[src/rtl/seg_scan_arbiter.sv]
// ============================================================================
// Module      : seg_scan_arbiter
// Description : Scans an 8-digit seven-segment display and arbitrates it
//               between hold-timed CPU writes and the switch echo.
// Revision    : 1.0 - initial release
// ============================================================================
`default_nettype none

module seg_scan_arbiter #(
    parameter int DIV_MAX     = 50000,
    parameter int HOLD_FRAMES = 64
) (
    input  logic        clk,
    input  logic        rst,
    input  logic [15:0] sw,
    input  logic        cpu_wr,
    input  logic [31:0] cpu_data,
    input  logic [7:0]  cpu_blank,
    input  logic        cpu_rel,
    output logic        owner,
    output logic        frame_end,
    output logic [7:0]  an,
    output logic [7:0]  seg,
    output logic [7:0]  seg1
);

    localparam int c_DIV_W  = (DIV_MAX > 1) ? $clog2(DIV_MAX) : 1;
    localparam int c_HOLD_W = $clog2(HOLD_FRAMES + 1);

    localparam logic [c_DIV_W-1:0]  c_DIV_LAST  = c_DIV_W'(DIV_MAX - 1);
    localparam logic [c_HOLD_W-1:0] c_HOLD_INIT = c_HOLD_W'(HOLD_FRAMES);
    localparam logic [c_HOLD_W-1:0] c_HOLD_ONE  = c_HOLD_W'(1);

    localparam logic [0:0] c_ST_SW  = 1'b0;
    localparam logic [0:0] c_ST_CPU = 1'b1;

    logic [c_DIV_W-1:0]  r_div_cnt;
    logic [2:0]          r_idx;
    logic                r_frame_end;
    logic [7:0]          r_an;
    logic [7:0]          r_seg;
    logic [7:0]          r_seg1;
    logic [31:0]         r_snap;
    logic [7:0]          r_snap_blank;
    logic [0:0]          r_state;
    logic [c_HOLD_W-1:0] r_hold;
    logic [31:0]         r_cpu_data;
    logic [7:0]          r_cpu_blank;

    logic                w_tick;
    logic [2:0]          w_idx_nxt;
    logic [31:0]         w_src;
    logic [7:0]          w_src_blank;
    logic [31:0]         w_snap_nxt;
    logic [7:0]          w_snap_blank_nxt;
    logic [3:0]          w_nib;
    logic [7:0]          w_digit;
    logic [0:0]          w_state_nxt;
    logic [c_HOLD_W-1:0] w_hold_nxt;
    logic                w_latch;

    function automatic logic [7:0] f_enc(input logic [3:0] nib);
        case (nib)
            4'h0: f_enc = 8'hFC;
            4'h1: f_enc = 8'h60;
            4'h2: f_enc = 8'hDA;
            4'h3: f_enc = 8'hF2;
            4'h4: f_enc = 8'h66;
            4'h5: f_enc = 8'hB6;
            4'h6: f_enc = 8'hBE;
            4'h7: f_enc = 8'hE0;
            4'h8: f_enc = 8'hFE;
            4'h9: f_enc = 8'hF6;
            4'hA: f_enc = 8'hEE;
            4'hB: f_enc = 8'h3E;
            4'hC: f_enc = 8'h9C;
            4'hD: f_enc = 8'h7A;
            4'hE: f_enc = 8'h9E;
            default: f_enc = 8'h8E;
        endcase
    endfunction

    assign w_tick      = (r_div_cnt == c_DIV_LAST);
    assign w_idx_nxt   = r_idx + 3'd1;
    assign w_src       = (r_state == c_ST_CPU) ? r_cpu_data : {{16{sw[15]}}, sw};
    assign w_src_blank = (r_state == c_ST_CPU) ? r_cpu_blank : 8'h00;

    // The digit-0 slot already shows the freshly captured frame.
    assign w_snap_nxt       = (w_idx_nxt == 3'd0) ? w_src : r_snap;
    assign w_snap_blank_nxt = (w_idx_nxt == 3'd0) ? w_src_blank : r_snap_blank;
    assign w_nib            = w_snap_nxt[{w_idx_nxt, 2'b00} +: 4];
    assign w_digit          = w_snap_blank_nxt[w_idx_nxt] ? 8'h00 : f_enc(w_nib);

    always_ff @(posedge clk) begin
        if (rst) begin
            r_div_cnt    <= '0;
            r_idx        <= 3'd0;
            r_frame_end  <= 1'b0;
            r_an         <= 8'h01;
            r_seg        <= 8'h00;
            r_seg1       <= 8'h00;
            r_snap       <= 32'h0;
            r_snap_blank <= 8'h00;
        end else begin
            r_div_cnt   <= w_tick ? '0 : r_div_cnt + 1'b1;
            r_frame_end <= 1'b0;
            if (w_tick) begin
                r_idx        <= w_idx_nxt;
                r_an         <= 8'h01 << w_idx_nxt;
                r_frame_end  <= (r_idx == 3'd7);
                r_snap       <= w_snap_nxt;
                r_snap_blank <= w_snap_blank_nxt;
                r_seg        <= w_idx_nxt[2] ? w_digit : 8'h00;
                r_seg1       <= w_idx_nxt[2] ? 8'h00 : w_digit;
            end
        end
    end

    // Ownership: a write always wins over release and over hold expiry.
    always_comb begin
        w_state_nxt = r_state;
        w_hold_nxt  = r_hold;
        w_latch     = 1'b0;
        case (r_state)
            c_ST_SW: begin
                if (cpu_wr) begin
                    w_state_nxt = c_ST_CPU;
                    w_hold_nxt  = c_HOLD_INIT;
                    w_latch     = 1'b1;
                end
            end
            c_ST_CPU: begin
                if (cpu_wr) begin
                    w_hold_nxt = c_HOLD_INIT;
                    w_latch    = 1'b1;
                end else if (cpu_rel) begin
                    w_state_nxt = c_ST_SW;
                end else if (r_frame_end) begin
                    if (r_hold == c_HOLD_ONE) begin
                        w_state_nxt = c_ST_SW;
                        w_hold_nxt  = '0;
                    end else begin
                        w_hold_nxt = r_hold - 1'b1;
                    end
                end
            end
            default: w_state_nxt = c_ST_SW;
        endcase
    end

    always_ff @(posedge clk) begin
        if (rst) begin
            r_state     <= c_ST_SW;
            r_hold      <= '0;
            r_cpu_data  <= 32'h0;
            r_cpu_blank <= 8'h00;
        end else begin
            r_state <= w_state_nxt;
            r_hold  <= w_hold_nxt;
            if (w_latch) begin
                r_cpu_data  <= cpu_data;
                r_cpu_blank <= cpu_blank;
            end
        end
    end

    assign owner     = r_state[0];
    assign frame_end = r_frame_end;
    assign an        = r_an;
    assign seg       = r_seg;
    assign seg1      = r_seg1;

endmodule

`default_nettype wire

[config.mk]
export PLATFORM = sky130hd
export DESIGN_NAME = seg_scan_arbiter
export DESIGN_NICKNAME = d
export VERILOG_FILES = /design/src/rtl/seg_scan_arbiter.sv
export SDC_FILE = /design/constraint.sdc
export NUM_CORES = 1
export LEC_CHECK = 0
export ABC_CLOCK_PERIOD_IN_PS = 9300
export CORE_MARGIN = 3
export CORE_UTILIZATION = 45
export CTS_BUF_LIST = sky130_fd_sc_hd__clkbuf_4
export CTS_CLUSTER_DIAMETER = 120
export DETAILED_ROUTE_END_ITERATION = 6
export DONT_BUFFER_PORTS = 1
export PLACE_DENSITY_LB_ADDON = 0.15
export SLEW_MARGIN = 20
export SYNTH_ARGS = -nofsm -noshare
export SYNTH_HDL_FRONTEND = slang
export SYNTH_SLANG_ARGS = --single-unit
[constraint.sdc]
create_clock -name clk -period 9.3 [get_ports clk]
set_clock_uncertainty 0.15 [all_clocks]
set_input_delay 1.86 -clock clk [delete_from_list [all_inputs] [get_ports clk]]
set_output_delay 1.86 -clock clk [all_outputs]
set_load 0.01 [all_outputs]
==> After elaboration in Yosys (flattened, before gate mapping) <==
Memories as Yosys holds them, arrays and structs flattened.
Index checks and enable logic that the tools add are counted.
{ "word_totals": {"register_bits": 132, "rom_bits": 112, "input_bits": 60, "out_inout_bits": 26, "wordCells": 52, "memories": 1} }
{ "memory_table": {"columns": ["memory", "words", "word_bits", "read_ports", "rd_ports_with_merged_regs", "wr", "line_no", "rtl"], "rows": [
  ["(name not given)", 16, 7, 1, 0, 0, "63", "case (nib)"]
]} }
{ "op_classes": {"addsub": 3, "n_lt_le_gt_ge": 1, "n_eq_ne": 6, "shifts": 2, "mux": 21, "bitwise_logic": 2, "n_reduce_logical": 4} }
{ "ops": {"columns": ["operator", "count"], "rows": [
  ["two-way mux 32 bit", 2],
  ["two-way mux 8 bit", 5],
  ["two-way mux 7 bit", 5],
  ["variable part select 32 x 6 -> 4 bit", 1],
  ["adder 16 x 1 -> 16 bit (second input constant)", 1],
  ["equality test 16 bit (second input constant)", 1],
  ["one-hot mux 7 bit (2 select lines)", 1],
  ["<< shifter 1 x 3 -> 8 bit (first input constant)", 1],
  ["equality test 7 x 1 -> 1 bit (second input constant)", 1],
  ["subtractor 7 x 1 -> 7 bit (second input constant)", 1],
  ["two-way mux 1 bit", 6],
  ["!= test 3 bit (second input constant)", 2],
  ["< comparator 3 x 4 -> 1 bit (second input constant)", 1],
  ["OR reduction 2 bit", 2],
  ["adder 3 x 1 -> 3 bit (second input constant)", 1],
  ["binary-select mux 1 bit (select 3 bit)", 1],
  ["equality test 3 bit (second input constant)", 1],
  ["zero test 3 bit", 1],
  ["AND reduction 3 bit", 1],
  ["!= test 2 bit (second input constant)", 1],
  ["inverter 1 bit", 2],
  ["one-hot mux 1 bit (2 select lines)", 1]
]} }

==> Longest topological paths before layout <==
Gate-level depths: netlist (run 1).
{ "depth": {"depth_word": 7, "ltp_mapped": 16, "mapped_depth_nobuf": 13} }

==> Worst setup path after synthesis (run 1) <==
Ideal clock, no wire load.
{ "synth_timing": {"path_type": "in2reg", "startpoint": "in sw[7]", "endpoint": "reg r_seg1[7], in the netlist seg1[7]", "setup_ns": 0.117, "arrival_time_ns": 3.453, "required_time_ns": 9.033, "setup_slack_ns": 5.580, "stages": 8, "n_path_buf": 1, "path_cell_list": "mux2_2 mux4_2 o32ai_1 a211o_1 buf_6 xnor2_1 o221ai_2 a22o_1"} }
{ "synth_between": {"elab_chain_len": 6} }
{ "synth_lines": {"columns": ["element", "line_no", "rtl"], "rows": [
  ["start, declared", "15", "input logic [15:0] sw,"],
  ["two-way mux 32 bit", "85", "assign w_src = (r_state == c_ST_CPU) ? r_cpu_data : {{16{sw[15]}}, sw};"],
  ["two-way mux 32 bit", "89", "assign w_snap_nxt = (w_idx_nxt == 3'd0) ? w_src : r_snap;"],
  ["variable part select 32 x 6 -> 4 bit", "91", "assign w_nib = w_snap_nxt[{w_idx_nxt, 2'b00} +: 4];"],
  ["memory read (16 x 7 bit)", null, null],
  ["two-way mux 8 bit", "92", "assign w_digit = w_snap_blank_nxt[w_idx_nxt] ? 8'h00 : f_enc(w_nib);"],
  ["two-way mux 8 bit", "114", "r_seg1 <= w_idx_nxt[2] ? 8'h00 : w_digit;"],
  ["end signal, assigned", "114", null],
  ["end, declared", "42", "logic [7:0] r_seg1;"]
]} }
Every way passes these cells.
A chain may end at the register's enable or synchronous reset.

==> Worst setup path after layout (run 1) <==
{ "layout_timing": {"startpoint": "reg r_idx[0]", "endpoint": "reg r_seg1[4], in the netlist seg1[4]"} }
{ "layout_between": {"elab_chain_len": 7, "word_cells_on_any_way": 10, "classes_between": "1 x add/sub; 1 x shift; 6 x mux; 1 x reduce/logical; 1 x memory"} }
{ "layout_lines": {"columns": ["element", "line_no", "rtl"], "rows": [
  ["start, declared", "38", "logic [2:0] r_idx;"],
  ["start signal, assigned", "108", "r_idx <= w_idx_nxt;"],
  ["adder 3 x 1 -> 3 bit *", "84", "assign w_idx_nxt = r_idx + 3'd1;"],
  ["named net w_idx_nxt[2]", "51", "logic [2:0] w_idx_nxt;"],
  ["zero test 3 bit", "89, 90", null],
  ["two-way mux 32 bit / two-way mux 8 bit (equally long branches)", "89, 90", null],
  ["variable part select 32 x 6 -> 4 bit / binary-select mux 1 bit (select 3 bit) (equally long branches)", "91, 92", null],
  ["memory read (16 x 7 bit) / two-way mux 1 bit (equally long branches)", null, null],
  ["two-way mux 8 bit", "92", null],
  ["two-way mux 8 bit *", "114", null]
]} }
Mark *: on every way through the listed nets, which the timed path passes. The rest lies on a longest branch. The select of a mux whose other input is x is not followed.

==> flow_summary.ini, run 1 <==
[placement]
dp.cells = 813
place.gp.congestion = 0.816
io_buffers = 0
placed_cell_area_um2 = 5980
hpwl_um = 9100

[cts]
cts_hold_buf = 0
path_clk_slew_ns = 0.11
cts_buffers = 17
cts_num_sinks = 130
cts_tree = yes
clk_latency_ns = 0.54
h-tree-depth = 4
post-cts-setup-buffers = 0
root_buffer = clkbuf_4
ctsResizeCount = 0
cts_buffer_depth = 2

[critical_path]
crit_path_top_delay_cell = dfxtp_1
max_stage_delay_ns = 0.92
critPathMaxFanout = 37
regToRegSetupSlack_ns = 5.01
cp_data_required_time_ns = 9.58
worstPathCellList = ha_1 -> ha_1 -> nor2b_4 -> o21ai_0 -> a21oi_1 -> nor3_1 -> nor3_2 -> inv_1 -> ha_1 -> inv_1 -> mux2i_1 -> mux2i_1 -> o21ai_1
crit_top_cell = ha_1
path_class = flop to flop
crit_buf_inv = 2
cpLargestDelayFamily = simple AND/OR/NAND/NOR gates
end_kind = flop
cp-start-kind = flop
worstPathArrival_ns = 4.57

[timing]
final_hold_viol_count = 0
finalSetupTns_ns = 0
layout_min_cycle_time_ns = 4.29
fmax_mhz = 233
max_slew.worst_pin.slew_ns = 0.882
finalCritPeriodShare = 0.461
drv_slew = 0
relSlewSlack = 0.411
finalSetupViolCount = 0
rsz0062_at_grt = false

[synth]
ys_seq_area_frac = 0.433
yosys-mux-area-fraction = 0.115
synthSimpleGateAreaFrac = 0.196
synth-compound-area-share = 0.144
synth_edf_count = 0
yosysMostFrequentCell = dfxtp_1
synth_top_cell_area_share = 0.433
synthCells = 690
synthTopCellsByArea = dfxtp_1, mux2i_1, nor2_1, a21oi_1, nand2_1
synth_top_family_by_area = simple AND/OR/NAND/NOR gates
async_flop_share = 0
synth_xor_area_frac = 0.0277
ys_ff_latch = 130
yosysUniqueCellTypes = 61
syn_area_um2 = 6010
yosysWarnings = 0
synth_ff_type = dfxtp_1
syn_avg_cell_area_um2 = 8.71
synth.top_cells.by_count = dfxtp_1, nor2_1, mux2i_1
synth-adder-area-share = 0.0312
synth_top_area_cell = dfxtp_1

[cells_and_area]
n_antenna_cell = 0
area_growth_pct = 5.04
drive_gt1_frac = 0.0758
final_nets = 735
fin_area_um2 = 6310
finalNonFillerCells = 845
fillers = 1275

[power]
peakVddDrop_mv = 0.109
powerDensity_nw_per_um2 = 167
leakage_nw = 2.32

[floorplanning]
die_w_um = 122
boundaryPins = 86
start_util = 0.468
die_h_um = 122
fp.dieArea_um2 = 14800
num_rows = 41
core_area_um2 = 12800

[grt]
grt_pass1_vias = 4353
track_usage = 0.185
grt_pass1_wl_um = 21900
grt-ovfl-total = 0
antenna_found_initial = 0
grt_start_max_net_pins = 107

[detailed_routing]
vias = 4564
finalWirelength_um = 13100
drtIter0Drc = 283
final_antenna_net_count = 0
wl_per_cell_um = 15.5
dr.pass1.iters = 4
drc = 0
via_per_inst = 5.40

[job]
drv_cap = 0

[min_path]
holdCritPathClass = flop to flop

[outcome]
status = finished clean
[final cells by class]
type                       instances  area [µm²]  share of cell area
clock buffer                      18         135              0.0214
sequential                       130        2600               0.413
tap                              172         215              0.0341
timing repair buffer               2        15.0             0.00238
clock inverter                    14         193              0.0305
multi-input combinational        496        3100               0.491
inverter                          13        48.8             0.00773
[tightest hold or removal path: stages (launching register included)]
cell and delay (ns):
dfxtp_1 0.32, nand2_1 0.05, a21oi_1 0.05
[where the power goes]
part / internal [W] / switching [W] / leakage (nW)
clock network: 0.000238 / 0.000199 / 0.176
registers: 0.000569 / 0.00000896 / 1.06
logic: 0.0000188 / 0.0000188 / 1.09
total: 0.000826 / 0.000227 / 2.32
[cell families after synthesis]
kind of cell,count (synthesis)
and+or+nand+nor,256
AOI/OAI and AO/OA,138
DFF,130
muxes,66
buffers and inverters,65
xor gates and xnor gates,19
adders and majority gates,15
other,1
[final timing paths]
path / end / cells after the start / start
hold / removal: r_snap_blank[6] / 2 / r_snap_blank[6]
setup / recovery: seg1[4] / 13 / r_idx[0]
hold reg to reg: r_snap_blank[6] / 2 / r_snap_blank[6]
setup reg to reg: seg1[4] / 13 / r_idx[0]
[routing by layer]
| metal | wire length, µm | GRT usage |
|---|---|---|
| met5 | 0 | 0 |
| met4 | 186 | 0.0630 |
| met3 | 784 | 0.0585 |
| met2 | 5810 | 0.273 |
| met1 | 6280 | 0.257 |
[sequential cells by signal, summed over array words and instances, names as in the netlist]
name          cells
r_cpu_blank       8
r_idx             3
r_div_cnt        16
owner             1
an                8
r_snap_blank      8
seg               7
r_snap           32
r_cpu_data       32
frame_end         1
seg1              7
r_hold            7
[stage by stage]
step           hold slack [ns]  total power, W  setup WS (ns)   util
6_report                 0.308         0.00105           5.01  0.492
4_1_cts                  0.309         0.00106           4.98  0.492
2_1_floorplan            0.263        0.000632           5.58      -
5_1_grt                  0.335         0.00110           4.60  0.492
3_5_place_dp             0.294        0.000629           4.98  0.466
3_3_place_gp             0.276        0.000628           5.22  0.466
[cells in the final DEF, fill, tap and decap left out, types with 6 or more instances in the layout]
cell type	n
xnor2_1	11
nand3b_1	6
nand2_1	56
nand3_1	16
nor3_1	26
inv_1	12
mux2i_1	58
mux2_2	6
clkbuf_4	18
ha_1	15
o211ai_1	6
dfxtp_1	129
xor2_1	8
o21ai_0	21
o21ai_1	9
and3_1	9
a211oi_1	18
a21oi_1	54
nor2_1	110
Power figures use the tool's default switching activity.
==> inputs of run 2 (changes only) <==
Settings changed: ABC_CLOCK_PERIOD_IN_PS 9300 to 3880.
Clock period 9.3 ns to 3.88 ns, I/O delays scaled along.
==> run 2 against run 1 <==
Against the previous run: largest cell class unchanged; combinational power grew 130%; clock-buffer cell count grew 6; sequential power grew 140%; highest routed layer unchanged; sequential share of layout area rose by 0.21 points; utilization decreased by 0.24 points; maximum frequency grew 26%; die area is the same.
==> flow_summary.ini, run 2 (same netlist as run 1, synthesis figures left out) <==
[outcome]
status = finished clean

[detailed_routing]
vias = 4571
drc = 0
via_per_inst = 5.37
dr.pass1.iters = 5
final_antenna_net_count = 0
wl_per_cell_um = 15.4
drtIter0Drc = 336
finalWirelength_um = 13100

[grt]
grt_start_max_net_pins = 107
grt_pass1_vias = 4515
antenna_found_initial = 1
grt_pass1_wl_um = 22300
grt-ovfl-total = 0
track_usage = 0.188

[floorplanning]
core_area_um2 = 12800
die_h_um = 122
fp.dieArea_um2 = 14800
start_util = 0.468
boundaryPins = 86
die_w_um = 122
num_rows = 41

[cts]
cts_hold_buf = 0
cts_buffer_depth = 2
h-tree-depth = 4
root_buffer = clkbuf_4
clk_latency_ns = 0.52
cts_num_sinks = 130
ctsResizeCount = 0
cts_buffers = 17
path_clk_slew_ns = 0.11
cts_tree = yes
post-cts-setup-buffers = 0

[timing]
finalCritPeriodShare = 0.879
max_slew.worst_pin.slew_ns = 0.715
fmax_mhz = 293
drv_slew = 0
finalSetupTns_ns = 0
final_hold_viol_count = 0
finalSetupViolCount = 0
hold_ws_ns = 0.171
layout_min_cycle_time_ns = 3.41
rsz0062_at_grt = false
relSlewSlack = 0.523
fin_ws_ns = 0.468

[placement]
io_buffers = 0
dp_worst_setup_slack_ns = 0.441
dp.cells = 820
place.gp.congestion = 0.796
hpwl_um = 9230

[critical_path]
worstPathCellList = ha_1 -> ha_1 -> nor2b_4 -> o21ai_0 -> nand4_1 -> nand2_1 -> nor3_2 -> inv_1 -> ha_1 -> inv_1 -> mux2i_1 -> mux2i_1 -> o21ai_1
crit_top_cell = ha_1
cp_data_required_time_ns = 4.16
critPathMaxFanout = 37
end_kind = flop
max_stage_delay_ns = 0.59
cp-start-kind = flop
path_class = flop to flop
worstPathArrival_ns = 3.69
crit_path_top_delay_cell = nor2b_4

[power]
powerDensity_nw_per_um2 = 365
peakVddDrop_mv = 0.244
pwr-share-clk = 0.356
power.share.switching = 0.229
p_comb_frac = 0.037
p_switching_w = 0.000524
leakage_nw = 2.32
p_int_w = 0.00177
p_seq_frac = 0.607

[cells_and_area]
layout_common_cells = dfxtp_1, nor2_1, mux2i_1, nand2_1, a21oi_1
fin_util = 0.490
layout.cells.most_common = dfxtp_1
area_growth_pct = 4.52
final_nets = 742
largestRegisters = r_cpu_data: 32 flops, r_snap: 32 flops, r_div_cnt: 16 flops
finalNonFillerCells = 852
drive_gt1_frac = 0.0884

[job]
drv_cap = 0

[min_path]
holdCritPathClass = input pin to flop
-- run 2: changes by cell type in the layout (fill, tap and decap cells not counted) --
cell	change
diode_2	+1
clkinv_1	-3
clkbuf_4	+6
bufinv_16	-4
buf_4	+7
-- run 2: power groups by stage --
stage	clock network, W	logic, W	registers, W
6_report	0.000816	0.0000855	0.00139
2_1_floorplan	0	0.000106	0.00141
3_3_place_gp	0	0.0000844	0.00142
5_1_grt	0.000918	0.0000975	0.00140
4_1_cts	0.000845	0.0000872	0.00139
3_5_place_dp	0	0.0000868	0.00142
-- run 2: worst max-delay path: cells and delay by family (launching register included) --
kind / cells / cell delay [ns]
AO/OA/AOI/OAI: 2 / 0.25
adder cells (fa/ha/maj): 3 / 0.83
buffers and inverters: 2 / 0.24
flip-flops: 1 / 0.37
multiplexers: 2 / 0.30
AND/OR/NAND/NOR: 4 / 1.18
-- run 2: layout make-up --
class | count | area [µm²]
Clock buffer | 24 | 180
Inverter | 13 | 48.8
Sequential cell | 130 | 2600
Clock inverter | 7 | 61.3
Timing Repair Buffer | 9 | 67.6
Multi-Input combinational cell | 496 | 3100
Fill cell | 1256 | 6550
Tap cell | 172 | 215
Antenna cell | 1 | 2.50
-- run 2: path summary, 6_finish.rpt --
kind                 from  slack, ns            to  cells past startpoint
max reg2reg      r_idx[1]       0.47       seg1[4]                     13
min reg2reg  r_div_cnt[0]       0.30  r_div_cnt[0]                      1
max              r_idx[1]       0.47       seg1[4]                     13
min                   rst       0.17         an[5]                      1
-- run 2: per-layer routing --
metal  wire length, µm  vias up  GRT usage
li1                  -     2358          -
met1              6150     2099      0.250
met2              5990      105      0.293
met3               848        9     0.0655
met4               111        0     0.0511
met5                 0        -          0
-- run 2: per-stage QoR --
step / total power (W) / cell area, µm²
after floorplan: 0.00151 / 6010
after global placement: 0.00150 / 6030
after detailed placement: 0.00151 / 6030
after CTS: 0.00232 / 6280
after global routing: 0.00241 / 6280
final: 0.00229 / 6280
